==> src/rtl/iterative_shifter_if.sv <==
// rtl/iterative_shifter_if.sv - request/result bundle for the iterative shifter
interface iterative_shifter_if #(
  parameter int WIDTH = 16,
  parameter int AMT_W = 4
) ();
  logic             start;
  logic [1:0]       mode;
  logic [AMT_W-1:0] amount;
  logic [WIDTH-1:0] operand;
  logic             busy;
  logic             done;
  logic [WIDTH-1:0] result;
  logic             carry_out;

  modport master (
    output start, mode, amount, operand,
    input  busy, done, result, carry_out
  );

  modport slave (
    input  start, mode, amount, operand,
    output busy, done, result, carry_out
  );
endinterface

==> src/rtl/iterative_shifter.sv <==
// rtl/iterative_shifter.sv - one-bit-per-cycle shifter (LSL/LSR/ASR, ROL when SHIFTER_ROTATE_EN is defined)
module iterative_shifter #(
  parameter int WIDTH = 16,
  parameter int AMT_W = 4
) (
  input  logic                CLK,
  input  logic                Reset,
  iterative_shifter_if.slave  bus
);

  localparam logic [1:0] MODE_LSL = 2'b00;
  localparam logic [1:0] MODE_LSR = 2'b01;
  localparam logic [1:0] MODE_ASR = 2'b10;
  localparam logic [1:0] MODE_ROL = 2'b11;

  typedef enum logic [1:0] {
    IDLE  = 2'b00,
    SHIFT = 2'b01,
    DONE  = 2'b10
  } state_t;

  state_t           state_q;
  logic [WIDTH-1:0] result_q;
  logic             carry_q;
  logic             busy_q;
  logic             done_q;
  logic [1:0]       mode_q;
  logic [AMT_W-1:0] count_q;

  logic [WIDTH-1:0] result_d;
  logic             carry_d;
  logic [AMT_W-1:0] load_count_d;

  // Single 1-bit step of the latched mode applied to the current result
  always_comb begin
    result_d = result_q;
    carry_d  = carry_q;
    case (mode_q)
      MODE_LSL: begin
        result_d = {result_q[WIDTH-2:0], 1'b0};
        carry_d  = result_q[WIDTH-1];
      end
      MODE_LSR: begin
        result_d = {1'b0, result_q[WIDTH-1:1]};
        carry_d  = result_q[0];
      end
      MODE_ASR: begin
        result_d = {result_q[WIDTH-1], result_q[WIDTH-1:1]};
        carry_d  = result_q[0];
      end
`ifdef SHIFTER_ROTATE_EN
      MODE_ROL: begin
        result_d = {result_q[WIDTH-2:0], result_q[WIDTH-1]};
        carry_d  = result_q[WIDTH-1];
      end
`endif
      default: begin
        result_d = result_q;
        carry_d  = carry_q;
      end
    endcase
  end

  // Step count loaded on accept; without rotate support mode 11 completes with no steps
  always_comb begin
    load_count_d = bus.amount;
`ifndef SHIFTER_ROTATE_EN
    if (bus.mode == MODE_ROL) begin
      load_count_d = '0;
    end
`endif
  end

  // Control FSM with registered busy/done and the shifting datapath
  always_ff @(posedge CLK) begin
    if (Reset) begin
      state_q  <= IDLE;
      result_q <= '0;
      carry_q  <= 1'b0;
      busy_q   <= 1'b0;
      done_q   <= 1'b0;
      mode_q   <= MODE_LSL;
      count_q  <= '0;
    end else begin
      case (state_q)
        IDLE, DONE: begin
          if (bus.start) begin
            state_q  <= SHIFT;
            result_q <= bus.operand;
            carry_q  <= 1'b0;
            mode_q   <= bus.mode;
            count_q  <= load_count_d;
            busy_q   <= 1'b1;
            done_q   <= 1'b0;
          end else begin
            state_q <= IDLE;
            busy_q  <= 1'b0;
            done_q  <= 1'b0;
          end
        end
        SHIFT: begin
          if (count_q != '0) begin
            result_q <= result_d;
            carry_q  <= carry_d;
            count_q  <= count_q - 1'b1;
          end else begin
            state_q <= DONE;
            busy_q  <= 1'b0;
            done_q  <= 1'b1;
          end
        end
        default: begin
          state_q <= IDLE;
          busy_q  <= 1'b0;
          done_q  <= 1'b0;
        end
      endcase
    end
  end

  assign bus.busy      = busy_q;
  assign bus.done      = done_q;
  assign bus.result    = result_q;
  assign bus.carry_out = carry_q;

endmodule
==> src/flat_wrapper.sv <==
// flat-port wrapper written by rule: the top's interface ports become plain ports
module iterative_shifter_flat 
#(
  parameter int WIDTH = 16,
  parameter int AMT_W = 4
)
  (CLK, Reset, bus_start, bus_mode, bus_amount, bus_operand, bus_busy, bus_done, bus_result, bus_carry_out);
  iterative_shifter_if #(.WIDTH(WIDTH), .AMT_W(AMT_W)) bus_i ();
  input  logic CLK;
  input  logic Reset;
  input wire logic [$bits(bus_i.start)-1:0] bus_start;
  input wire logic [$bits(bus_i.mode)-1:0] bus_mode;
  input wire logic [$bits(bus_i.amount)-1:0] bus_amount;
  input wire logic [$bits(bus_i.operand)-1:0] bus_operand;
  output wire logic [$bits(bus_i.busy)-1:0] bus_busy;
  output wire logic [$bits(bus_i.done)-1:0] bus_done;
  output wire logic [$bits(bus_i.result)-1:0] bus_result;
  output wire logic [$bits(bus_i.carry_out)-1:0] bus_carry_out;
  assign bus_i.start = bus_start;
  assign bus_i.mode = bus_mode;
  assign bus_i.amount = bus_amount;
  assign bus_i.operand = bus_operand;
  assign bus_busy = bus_i.busy;
  assign bus_done = bus_i.done;
  assign bus_result = bus_i.result;
  assign bus_carry_out = bus_i.carry_out;
  iterative_shifter #(.WIDTH(WIDTH), .AMT_W(AMT_W)) u_core (.CLK(CLK), .Reset(Reset), .bus(bus_i));
endmodule
==> config.mk <==
export PLATFORM = sky130hd
export DESIGN_NAME = iterative_shifter_flat
export DESIGN_NICKNAME = d
export VERILOG_FILES = /design/src/rtl/iterative_shifter_if.sv /design/src/rtl/iterative_shifter.sv /design/src/flat_wrapper.sv
export SDC_FILE = /design/constraint.sdc
export NUM_CORES = 1
export LEC_CHECK = 0
export CAP_MARGIN = 5
export CORE_ASPECT_RATIO = 1.25
export CORE_MARGIN = 2
export CORE_UTILIZATION = 43
export DETAILED_ROUTE_END_ITERATION = 8
export DONT_BUFFER_PORTS = 1
export SLEW_MARGIN = 25
export SYNTH_ARGS = -nofsm -noshare
export SYNTH_HDL_FRONTEND = slang
export SYNTH_SLANG_ARGS = --single-unit
export TNS_END_PERCENT = 30
==> constraint.sdc <==
create_clock -name CLK -period 2.45 [get_ports CLK]
set_clock_uncertainty 0.2 [all_clocks]
set_input_delay 0.3675 -clock CLK [delete_from_list [all_inputs] [get_ports CLK]]
set_output_delay 0.3675 -clock CLK [all_outputs]
set_load 0.01 [all_outputs]
Yosys cells after proc, flatten, opt, wreduce, memory -nomap -nowiden
Cells that the tools add are included.
{"block": "op_classes", "n_reduce_logical": 12, "n_addsub": 1, "mux": 18, "n_eq_ne": 12, "bitwise_logic": 1}
{"op": "$pmux W16 S3", "count": 1}
{"op": "$mux W16", "count": 2}
{"op": "$pmux W16 S2", "count": 1}
{"op": "$mux W4", "count": 3}
{"op": "$pmux W4 S2", "count": 1}
{"op": "$reduce_and A4 Y1", "count": 2}
{"op": "$eq A2 B2 Y1 const B", "count": 3}
{"op": "$ne A2 B2 Y1 const B", "count": 3}
{"op": "$ne A3 B3 Y1 const B", "count": 2}
{"op": "$pmux W1 S2", "count": 3}
{"op": "$reduce_or A2 Y1", "count": 3}
{"op": "$mux W1", "count": 5}
{"op": "$reduce_and A5 Y1", "count": 1}
{"op": "$eq A2 B1 Y1 const B", "count": 2}
{"op": "$logic_not A2 Y1", "count": 2}
{"op": "$ne A4 B4 Y1 const B", "count": 1}
{"op": "$pmux W2 S2", "count": 1}
{"op": "$reduce_bool A4 Y1", "count": 1}
{"op": "$sub A4 B1 Y4 const B", "count": 1}
{"op": "$reduce_and A3 Y1", "count": 1}
{"op": "$mux W2", "count": 1}
{"op": "$ne A2 B1 Y1 const B", "count": 1}
{"op": "$reduce_and A2 Y1", "count": 1}
{"op": "$reduce_bool A2 Y1", "count": 1}
{"op": "$not A1 Y1", "count": 1}
{"block": "word_totals", "word_cells": 52, "register_bits": 27, "output_inout_bits": 19, "in_bits": 25}

Logic depth before layout (Yosys ltp)
Gate-level depths: netlist of the first run.
{"block": "depth", "ltp_word": 5, "ltp_mapped": 8, "depth_no_buf": 6}

Least setup slack after synthesis of the first run
Ideal clock, no wire load.
{"block": "synth_timing", "path_kind": "register -> register", "startpoint": "register u_core.mode_q[0]", "endpoint": "register u_core.result_q[10] (netlist: u_core.bus.result[10])", "path_slack_ns": 0.346, "t_required_ns": 2.170, "setup_ns": 0.080, "path_stages_with_launch": 9, "path_buffers": 3, "arrival_time_ns": 1.824, "synth_period_minus_slack_ns": 2.104, "path_cell_list": "dfxtp_1 -> inv_1 -> ha_1 -> or4_4 -> buf_6 -> and2_4 -> buf_6 -> buf_6 -> a211oi_2"}
{"block": "synth_via", "elab_chain_len": 4, "elab_cells_between_ends": 8, "classes_between": "eq/ne: 3; mux: 3; reduce/logical: 2"}
{"element": "from (decl)", "line": "iterative_shifter.sv:27", "rtl": "logic [1:0] mode_q;"}
{"element": "from (signal assigned)", "line": "iterative_shifter.sv:91", "rtl": "mode_q <= bus.mode;"}
{"element": "$eq A2 B2 Y1, or another cell as far along", "line": "iterative_shifter.sv:38", "rtl": "case (mode_q)"}
{"element": "$pmux W16 S3", "line": "iterative_shifter.sv:38"}
{"element": "$mux W16", "line": "iterative_shifter.sv:102", "rtl": "if (count_q != '0) begin"}
{"element": "$pmux W16 S2", "line": "iterative_shifter.sv:85", "rtl": "case (state_q)"}
{"element": "to (signal assigned)", "line": "iterative_shifter.sv:89", "rtl": "result_q <= bus.operand;"}
{"element": "to (signal assigned)", "line": "iterative_shifter.sv:103", "rtl": "result_q <= result_d;"}
{"element": "to (decl)", "line": "iterative_shifter.sv:23", "rtl": "logic [WIDTH-1:0] result_q;"}
Parallel ways exist; a longest one is shown, timed or not. The select of a mux whose other input is x is not followed.
A chain may end at the register's enable or synchronous reset.

Worst setup path after layout of the first run
{"block": "layout_timing", "startpoint": "register u_core.count_q[0]", "endpoint": "register u_core.result_q[6] (netlist: u_core.bus.result[6])"}
{"block": "layout_via", "elab_chain_len": 3}
{"element": "from (decl)", "line": "iterative_shifter.sv:28", "rtl": "logic [AMT_W-1:0] count_q;"}
{"element": "from (signal assigned)", "line": "iterative_shifter.sv:92", "rtl": "count_q <= load_count_d;"}
{"element": "from (signal assigned)", "line": "iterative_shifter.sv:105", "rtl": "count_q <= count_q - 1'b1;"}
{"element": "$reduce_bool A4 Y1", "line": "iterative_shifter.sv:102"}
{"element": "$ne A2 B1 Y1 (no source line)"}
{"element": "$reduce_and A4 Y1 (no source line)"}
No other way between the ends.

==> metrics.txt, run 1 <==
share of the synthesized area in the top cell type=0.346; status=finished, final reports clean; final wirelength=about 3.8 mm; Post-synth EDFFs=0; gp weighted congestion=0.819; global-route wire length before repair=6.41 mm; CP arrival=between 2 and 2.5 ns; Via density=approximately 6.7; Mean Syn Cell Area=9.02 µm²; Slew Viols, Final=0; vias=~1300; WP buf/inv=2; Die ar.=4000 µm²; most frequent cells in the layout=dfxtp_1, a21oi_1, nor3b_1, a221oi_1, a211oi_2; Site Rows=24; Iter 0 DRT Violations=85; Crit path largest cell delay=0.50 ns; TritonCTS clock tree=yes; Synth area leader=dfxtp_1; final non-filler cell total=a little under 200; total power=~1.1 mW; maximum operating frequency=~450 MHz; Mapped Cells=167; Reg area=about 520 µm²; worst-path fanout max=12; part of the Yosys area used for sequential elements=0.346; First-pass DRT Iterations=4; clk buf depth=2; Sink Count=26; CP top delay family=compound AO/OA/AOI/OAI gates; reg2reg start=u_core.count_q[0]$_SDFFE_PP0P_; Total GRT Usage=0.197; logic depth of the worst path, buffers included=7; fin crit share=0.916; Slew @ Worst Pin=approximately 0.6 ns; largest net degree at the start of global routing=29; layout cells sized above 1=0.158; final net count=roughly 190; CTS clk-pin slew, worst paths=0.09 ns; worst hold path type=in -> reg; Period minus WS final=2.24 ns; die height=~70 µm; placed cell count=around 190; area of the multi-input gates=just under 900 µm²; core area=around 3400 µm²; Syn. warnings=0; clk_lat worst skew=0.27 ns; cell chain of the critical path=inv_1, ha_1, or3b_2, a21o_1, buf_4, a21oi_1, a211oi_2; PwrDens=706 nW/µm²; commonest non-fill, non-tap cell in the layout=dfxtp_1; drt drc=0; Placement Setup Slack=0.110 ns; hold worst-path end=u_core.mode_q[0]$_SDFFE_PP0P_; CTS root buffer=clkbuf_8; final hold viol count=0; Hold Startpoint=bus_mode[0]; Worst Setup SP=u_core.count_q[0]$_SDFFE_PP0P_; Syn Nets=about 200; Max Cap Viol=0; RSZ-0062 raised after global routing=false; Overflow after GRT=0; DRT antenna net count=0; hold path depth=2; Critical Path End Type=flip-flop; FILL cells=339; antenna violations before repair=0; CTS Buf Count=3; top_reg_cell synth=dfxtp_1; required time of the critical path=roughly 2.4 ns; final setup margin=approximately 0.21 ns; Slowest-stage cell, CP=or3b_2; total negative slack=0 ns; Setup Crit Path Kind=reg -> reg; Reg2Reg Depth=7; LEAKAGE=between 0.5 and 0.6 nW; #FFs+latches synth=26; Final Setup Violations=0; Syn-to-layout area delta=2.74%; main area contributors after synthesis=dfxtp_1, a221oi_1, a211oi_2; FFs w/ async S/R, synth=0; Post-DP HPWL=~2.7 mm; r2r endpoint=u_core.bus.result[6]$_SDFFE_PP0P_; max_slew headroom=0.609; Setup Buffers After CTS=0; Die W=approximately 57 µm; I/O Buffers=0; Startpoint Class=flip-flop; wire per inst=19.2 µm; Synth Cell Area=~1500 µm²; I/O pin cnt=44; Initial Utilization=0.440; Peak VDD IR=0.308 mV; number of global-route vias before repair=1304; Cell variety after synth=32; H-Tree Depth=1; FF-to-FF setup slack=slightly above 0.2 ns; Antenna Cells=0
per-stage QoR:
step                      hold WS [ns]  utilization  instance area (µm²)
final                           0.0336        0.452                 1550
after global routing            0.0404        0.452                 1550
after CTS                       0.0317        0.453                 1550
after detailed placement         0.236        0.438                 1500
after global placement           0.236        0.438                 1500
after floorplan                  0.260            -                 1510
kinds of logic (layout without fill, tap and decap cells):
group / after synthesis / count (layout) / share of synthesized area
AO/OA/AOI/OAI: 67 / 67 / 0.340
AND/OR/NAND/NOR: 40 / 40 / 0.162
flip-flops: 26 / 26 / 0.346
buffers and inverters: 25 / 16 / 0.0822
adder cells (fa/ha/maj): 7 / 7 / 0.0581
XOR/XNOR: 1 / 1 / 0.00582
multiplexers: 1 / 1 / 0.00664
state kept, by name (all words and copies together), names as in the netlist:
register	cells
u_core.bus.result	16
u_core.count_q	4
u_core.mode_q	2
u_core.bus.busy	1
u_core.bus.carry_out	1
u_core.bus.done	1
u_core.state_q	1
layout make-up:
class | count | area share
multi-input cells | 116 | 0.559
flip-flops and latches | 26 | 0.336
inverters | 6 | 0.0146
repair buffers | 7 | 0.0323
clock buffers | 3 | 0.0267
well taps | 39 | 0.0315
cells in the mapped netlist (2+ instances only):
master and number:
nor2b_1 2, buf_2 6, inv_1 6, clkbuf_1 10, dfxtp_1 26, nor3_1 4
o21ai_0 4, nand2_1 3, a211oi_1 6, ha_1 7, buf_6 3, a221oi_1 15
nor3b_1 15, a311oi_1 3, a211oi_2 10, a21oi_1 23, nor2_1 9
per-layer routing:
metal	global-route usage	wire (µm)	vias up
met5	0	0	-
met4	0.0646	49	0
met3	0.0333	222	6
met2	0.315	1910	39
met1	0.266	1610	646
li1	-	-	620
repair_timing:
action	in CTS	in global routing
hold endpoints to repair	26	0
endpoints found under the setup margin	0	14
gates resized for setup	0	1
hold buffers	1	0
worst max-delay path by stage:
stage / to / slack (ns)
after floorplan: u_core.bus.result[10]$_SDFFE_PP0P_ / 0.35
after global placement: u_core.bus.result[7]$_SDFFE_PP0P_ / 0.20
after detailed placement: u_core.bus.result[5]$_SDFFE_PP0P_ / 0.11
after CTS: u_core.bus.result[5]$_SDFFE_PP0P_ / 0.08
after global routing: u_core.count_q[3]$_SDFFE_PP0P_ / 0.05
final: u_core.bus.result[6]$_SDFFE_PP0P_ / 0.21
power by group:
part / switching (mW) / internal [mW] / leakage [nW]
clock network: 0.131 / 0.110 / 0.0216
registers: 0.0781 / 0.475 / 0.215
logic: 0.171 / 0.128 / 0.274
total: 0.380 / 0.713 / 0.511
Note: power is estimated with default switching activity, not from simulation.
==> inputs of run 2 (changes only) <==
HOLD_SLACK_MARGIN = 0.12   (was default)
==> run 2 against run 1 <==
Worst hold slack gained 0.13 ns; register-to-register slack hardly changed; design area rose by 3.2%; sequential power is essentially flat; total power rose by 0.53%; maximum frequency fell by 0.13%; highest routed layer unchanged; count of clock-buffer cells in the layout is the same; die area unchanged; worst setup slack worse by 0.0028 ns; core utilization up 1.5 points; final cell count grew 2.5%.
==> metrics.txt, run 2 (synthesis results as in run 1) <==
Slowest-stage cell, CP=or3b_2; layout cells sized above 1=0.153; I/O pin cnt=44; Gate power share=0.278; worst hold path type=in -> reg; total negative slack=0 ns; Reg area=520 µm²; Final Setup Violations=0; Total GRT Usage=0.196; number of global-route vias before repair=roughly 1300; area of the multi-input gates=just under 900 µm²; final net count=approximately 200; gp weighted congestion=approximately 0.8; largest net degree at the start of global routing=29; TritonCTS clock tree=yes; Post-DP HPWL=approximately 2.7 mm; Site Rows=24; PwrDens=688 nW/µm²; Switch Pwr=0.381 mW; required time of the critical path=around 2.4 ns; max FFs per register=16; Antenna Cells=0; cell chain of the critical path=inv_1, ha_1, or3b_2, a21o_1, buf_4, a21oi_1, a211oi_2; Flop pwr share=0.503; final wirelength=3.79 mm; Startpoint Class=flip-flop; sw frac=0.346; global-route wire length before repair=6.40 mm; commonest non-fill, non-tap cell in the layout=dfxtp_1; Slew @ Worst Pin=0.599 ns; most frequent cells in the layout=dfxtp_1, a21oi_1, nor3b_1, a221oi_1, a211oi_2; Max Cap Viol=0; Critical Path End Type=flip-flop; Overflow after GRT=0; Initial Utilization=0.440; fin crit share=0.917; core area=3420 µm²; final hold viol count=0; Slew Viols, Final=0; CP arrival=around 2.2 ns; Peak VDD IR=about 0.31 mV; drt drc=0; wire per inst=about 19 µm; FILL cells=334; antenna violations before repair=0; Via density=approximately 6.5; max_slew headroom=0.601; LEAKAGE=0.532 nW; P_int=just over 0.7 mW; I/O Buffers=0; First-pass DRT Iterations=4; CTS Buf Count=3; maximum operating frequency=~440 MHz; power share of the clock group=0.219; clk buf depth=2; Iter 0 DRT Violations=84; status=finished, final reports clean; vias=about 1300; final non-filler cell total=202; Setup Crit Path Kind=reg -> reg; clk_lat worst skew=0.27 ns; DRT antenna net count=0; Period minus WS final=2.25 ns; Die W=approximately 57 µm; die height=70.2 µm; Sink Count=26; Die ar.=roughly 4000 µm²; placed cell count=approximately 190; worst-path fanout max=12; Syn-to-layout area delta=6.06%; H-Tree Depth=1; CTS clk-pin slew, worst paths=roughly 0.09 ns; Crit path largest cell delay=approximately 0.5 ns; RSZ-0062 raised after global routing=false; CTS root buffer=clkbuf_8
==> run 2: power groups by stage <==
stage	logic [mW]	clock network (mW)	registers (mW)
global route	0.340	0.265	0.562
finish	0.306	0.241	0.553
global placement	0.279	0	0.561
floorplan	0.258	0	0.541
detailed placement	0.290	0	0.563
CTS	0.306	0.251	0.553
==> run 2: area by class of cell <==
cell class,instances,area share
Multi-Input combinational cell,116,0.541
Sequential cell,26,0.326
Timing Repair Buffer,12,0.0626
Tap cell,39,0.0305
Clock buffer,3,0.0258
Inverter,6,0.0141
==> run 2: critical path: cells and delay by family, from the launching register on <==
family / cells / cell delay [ns]
buf+inv: 2 / 0.33
fa+ha+maj: 1 / 0.18
simple gates: 1 / 0.50
compound gates: 3 / 0.56
flops: 1 / 0.33
==> run 2: timing repair <==
item,CTS,global route
hold buffers,6,0
buffers inserted,0,0
gates resized for setup,0,1
endpoints found under the setup margin,0,14
endpoints found under the hold margin,26,0
==> run 2: stage by stage <==
step	worst slack [ns]	hold WS [ns]	utilization	power (mW)	area [µm²]
floorplan	0.346	0.260	-	0.800	1510
global placement	0.196	0.236	0.438	0.840	1500
detailed placement	0.110	0.236	0.438	0.853	1500
CTS	0.0796	0.159	0.467	1.11	1600
global route	0.0487	0.167	0.467	1.17	1600
finish	0.202	0.168	0.467	1.10	1600
==> run 2: path summary, 6_finish.rpt <==
path | from | endpoint | slack, ns | cells past startpoint
worst max-delay path | u_core.count_q[0]$_SDFFE_PP0P_ | u_core.bus.result[6]$_SDFFE_PP0P_ | 0.20 | 7
worst max register to register | u_core.count_q[0]$_SDFFE_PP0P_ | u_core.bus.result[6]$_SDFFE_PP0P_ | 0.20 | 7
worst min-delay path | bus_operand[15] | u_core.bus.result[15]$_SDFFE_PP0P_ | 0.17 | 2
worst min register to register | u_core.count_q[0]$_SDFFE_PP0P_ | u_core.count_q[0]$_SDFFE_PP0P_ | 0.31 | 2
==> run 2: per-layer routing <==
metal  GRT usage  up-vias  share of wire
met1       0.266      627           0.42
met5           0        -              0
met4      0.0646        0          0.013
met3      0.0296        6          0.071
li1            -      630              -
met2       0.317       54           0.49
==> inputs of run 3 (changes only) <==
--- a/config.mk
+++ b/config.mk
@@ -8,5 +8,5 @@
 export CAP_MARGIN = 5
 export CORE_ASPECT_RATIO = 1.25
-export CORE_MARGIN = 2
+export CORE_MARGIN = 4
 export CORE_UTILIZATION = 43
 export DETAILED_ROUTE_END_ITERATION = 8
==> constraint.sdc (replaced) <==
create_clock -name CLK -period 2.4 [get_ports CLK]
set_clock_uncertainty 0.2 [all_clocks]
set_input_delay 0.72 -clock CLK [delete_from_list [all_inputs] [get_ports CLK]]
set_output_delay 0.72 -clock CLK [all_outputs]
set_load 0.01 [all_outputs]
==> run 3 against run 2 <==
Worst setup slack better by 0.012 ns; largest power group unchanged; highest routed layer unchanged; core utilization up 1.4 points; design area down 1.3%; register-to-register slack about the same; critical endpoint is now u_core.bus.result[3]$_SDFFE_PP0P_; clock power up 54%; wire length up 6.5%; sequential share of layout area up 0.41 points; critical path type unchanged.
==> metrics.txt, run 3 (synthesis results as in run 1) <==
Max Cap Viol=0; core area=about 3300 µm²; final hold viol count=0; Setup Buffers After CTS=0; worst-path fanout max=17; H-Tree Depth=1; total negative slack=0 ns; vias=about 1300; Switch Pwr=roughly 0.4 mW; global-route wire length before repair=6.21 mm; worst hold path type=in -> reg; commonest non-fill, non-tap cell in the layout=dfxtp_1; required time of the critical path=approximately 2.4 ns; Slew Viols, Final=0; Overflow after GRT=0; PwrDens=slightly below 800 nW/µm²; Antenna Cells=0; CTS Buf Count=3; wire per inst=~20 µm; layout cells sized above 1=0.164; Critical Path End Type=flip-flop; CP arrival=~2.1 ns; gp weighted congestion=0.758; Slew @ Worst Pin=0.597 ns; power share of the clock group=0.300; Sink Count=26; Setup Crit Path Kind=reg -> reg; Flop pwr share=0.456; Die ar.=around 4500 µm²; final wirelength=about 4.0 mm; I/O pin cnt=between 40 and 50; antenna violations before repair=0; Peak VDD IR=roughly 0.43 mV; Syn-to-layout area delta=4.73%; cell area after layout=1580 µm²; placed standard-cell area=1500 µm²; most frequent cells in the layout=dfxtp_1, a21oi_1, nor3b_1, a221oi_1, a211oi_2; CTS clk-pin slew, worst paths=0.10 ns; RSZ-0062 raised after global routing=false; Post-DP HPWL=2.84 mm; Iter 0 DRT Violations=between 90 and 100; TritonCTS clock tree=yes; LEAKAGE=0.526 nW; Total GRT Usage=0.182; Startpoint Class=flip-flop; Gate power share=0.244; sw frac=0.323; Final Setup Violations=0; final net count=between 150 and 200; CTS root buffer=clkbuf_8; status=finished, final reports clean; final non-filler cell total=between 150 and 200; Die W=around 61 µm; die height=roughly 74 µm; placed cell count=around 190; DRT antenna net count=0; max_slew headroom=0.601; largest net degree at the start of global routing=42; Initial Utilization=0.459; Fin Hold WS=~0.30 ns; Period minus WS final=between 2 and 2.5 ns; max FFs per register=16; Site Rows=23; First-pass DRT Iterations=4; P_int=0.840 mW; drt drc=0; # hold bufs at CTS=0; clk_lat worst skew=~0.27 ns; clk buf depth=2; maximum operating frequency=457 MHz; fin crit share=0.911; I/O Buffers=0; Via density=just under 7; number of global-route vias before repair=between 1000 and 1500
-- run 3: cell types whose count changed in the layout (fill, tap and decap cells not counted) --
cell and change:
buf_2 -1, dlygate4sd3_1 -5, bufinv_16 +1, buf_4 +1
-- run 3: final cells by class --
type	instances	area, µm²
clock buffers	3	41.3
clock inverters	1	30.0
fillers	325	1700
inverters	6	22.5
multi-input cells	116	865
flip-flops and latches	26	520
well taps	37	46.3
repair buffers	7	52.6
-- run 3: power by group through the flow --
stage                     sequential (mW)  combinational, mW  clock (mW)
after global routing                0.574              0.335       0.400
after floorplan                     0.553              0.264           0
final                               0.565              0.303       0.372
after global placement              0.574              0.289           0
after CTS                           0.566              0.302       0.381
after detailed placement            0.576              0.301           0
-- run 3: layer usage --
layer  track usage  vias up  part of all wire
met5             0        -                 0
met4        0.0627        0            0.0094
met3        0.0382        4             0.081
met2         0.326       60              0.52
met1         0.211      648              0.39
li1              -      621                 -
-- run 3: final timing paths --
path	from	endpoint	slack (ns)	cells after the start
max	u_core.count_q[0]$_SDFFE_PP0P_	u_core.bus.result[3]$_SDFFE_PP0P_	0.21	7
min	Reset	u_core.bus.result[5]$_SDFFE_PP0P_	0.30	1
max reg2reg	u_core.count_q[0]$_SDFFE_PP0P_	u_core.bus.result[3]$_SDFFE_PP0P_	0.21	7
min reg2reg	u_core.count_q[3]$_SDFFE_PP0P_	u_core.count_q[3]$_SDFFE_PP0P_	0.30	2
-- run 3: stage by stage --
stage / setup slack (ns) / utilization / power [mW]
floorplan: 0.252 / - / 0.816
global placement: 0.192 / 0.458 / 0.862
detailed placement: 0.0713 / 0.458 / 0.877
CTS: 0.0514 / 0.480 / 1.25
global route: 0.0826 / 0.481 / 1.31
finish: 0.214 / 0.481 / 1.24
-- run 3: worst max-delay path: stages, from the launching register on --
cell	delay, ns
dfxtp_1	0.34
inv_1	0.10
ha_1	0.17
or3b_2	0.50
a21o_1	0.27
buf_4	0.23
a21oi_1	0.18
a211oi_2	0.06
-- run 3: repair_timing --
item | in CTS | in global routing
endpoints found under the setup margin | 0 | 14
hold endpoints to repair | 0 | 0
gates resized for setup | 0 | 1
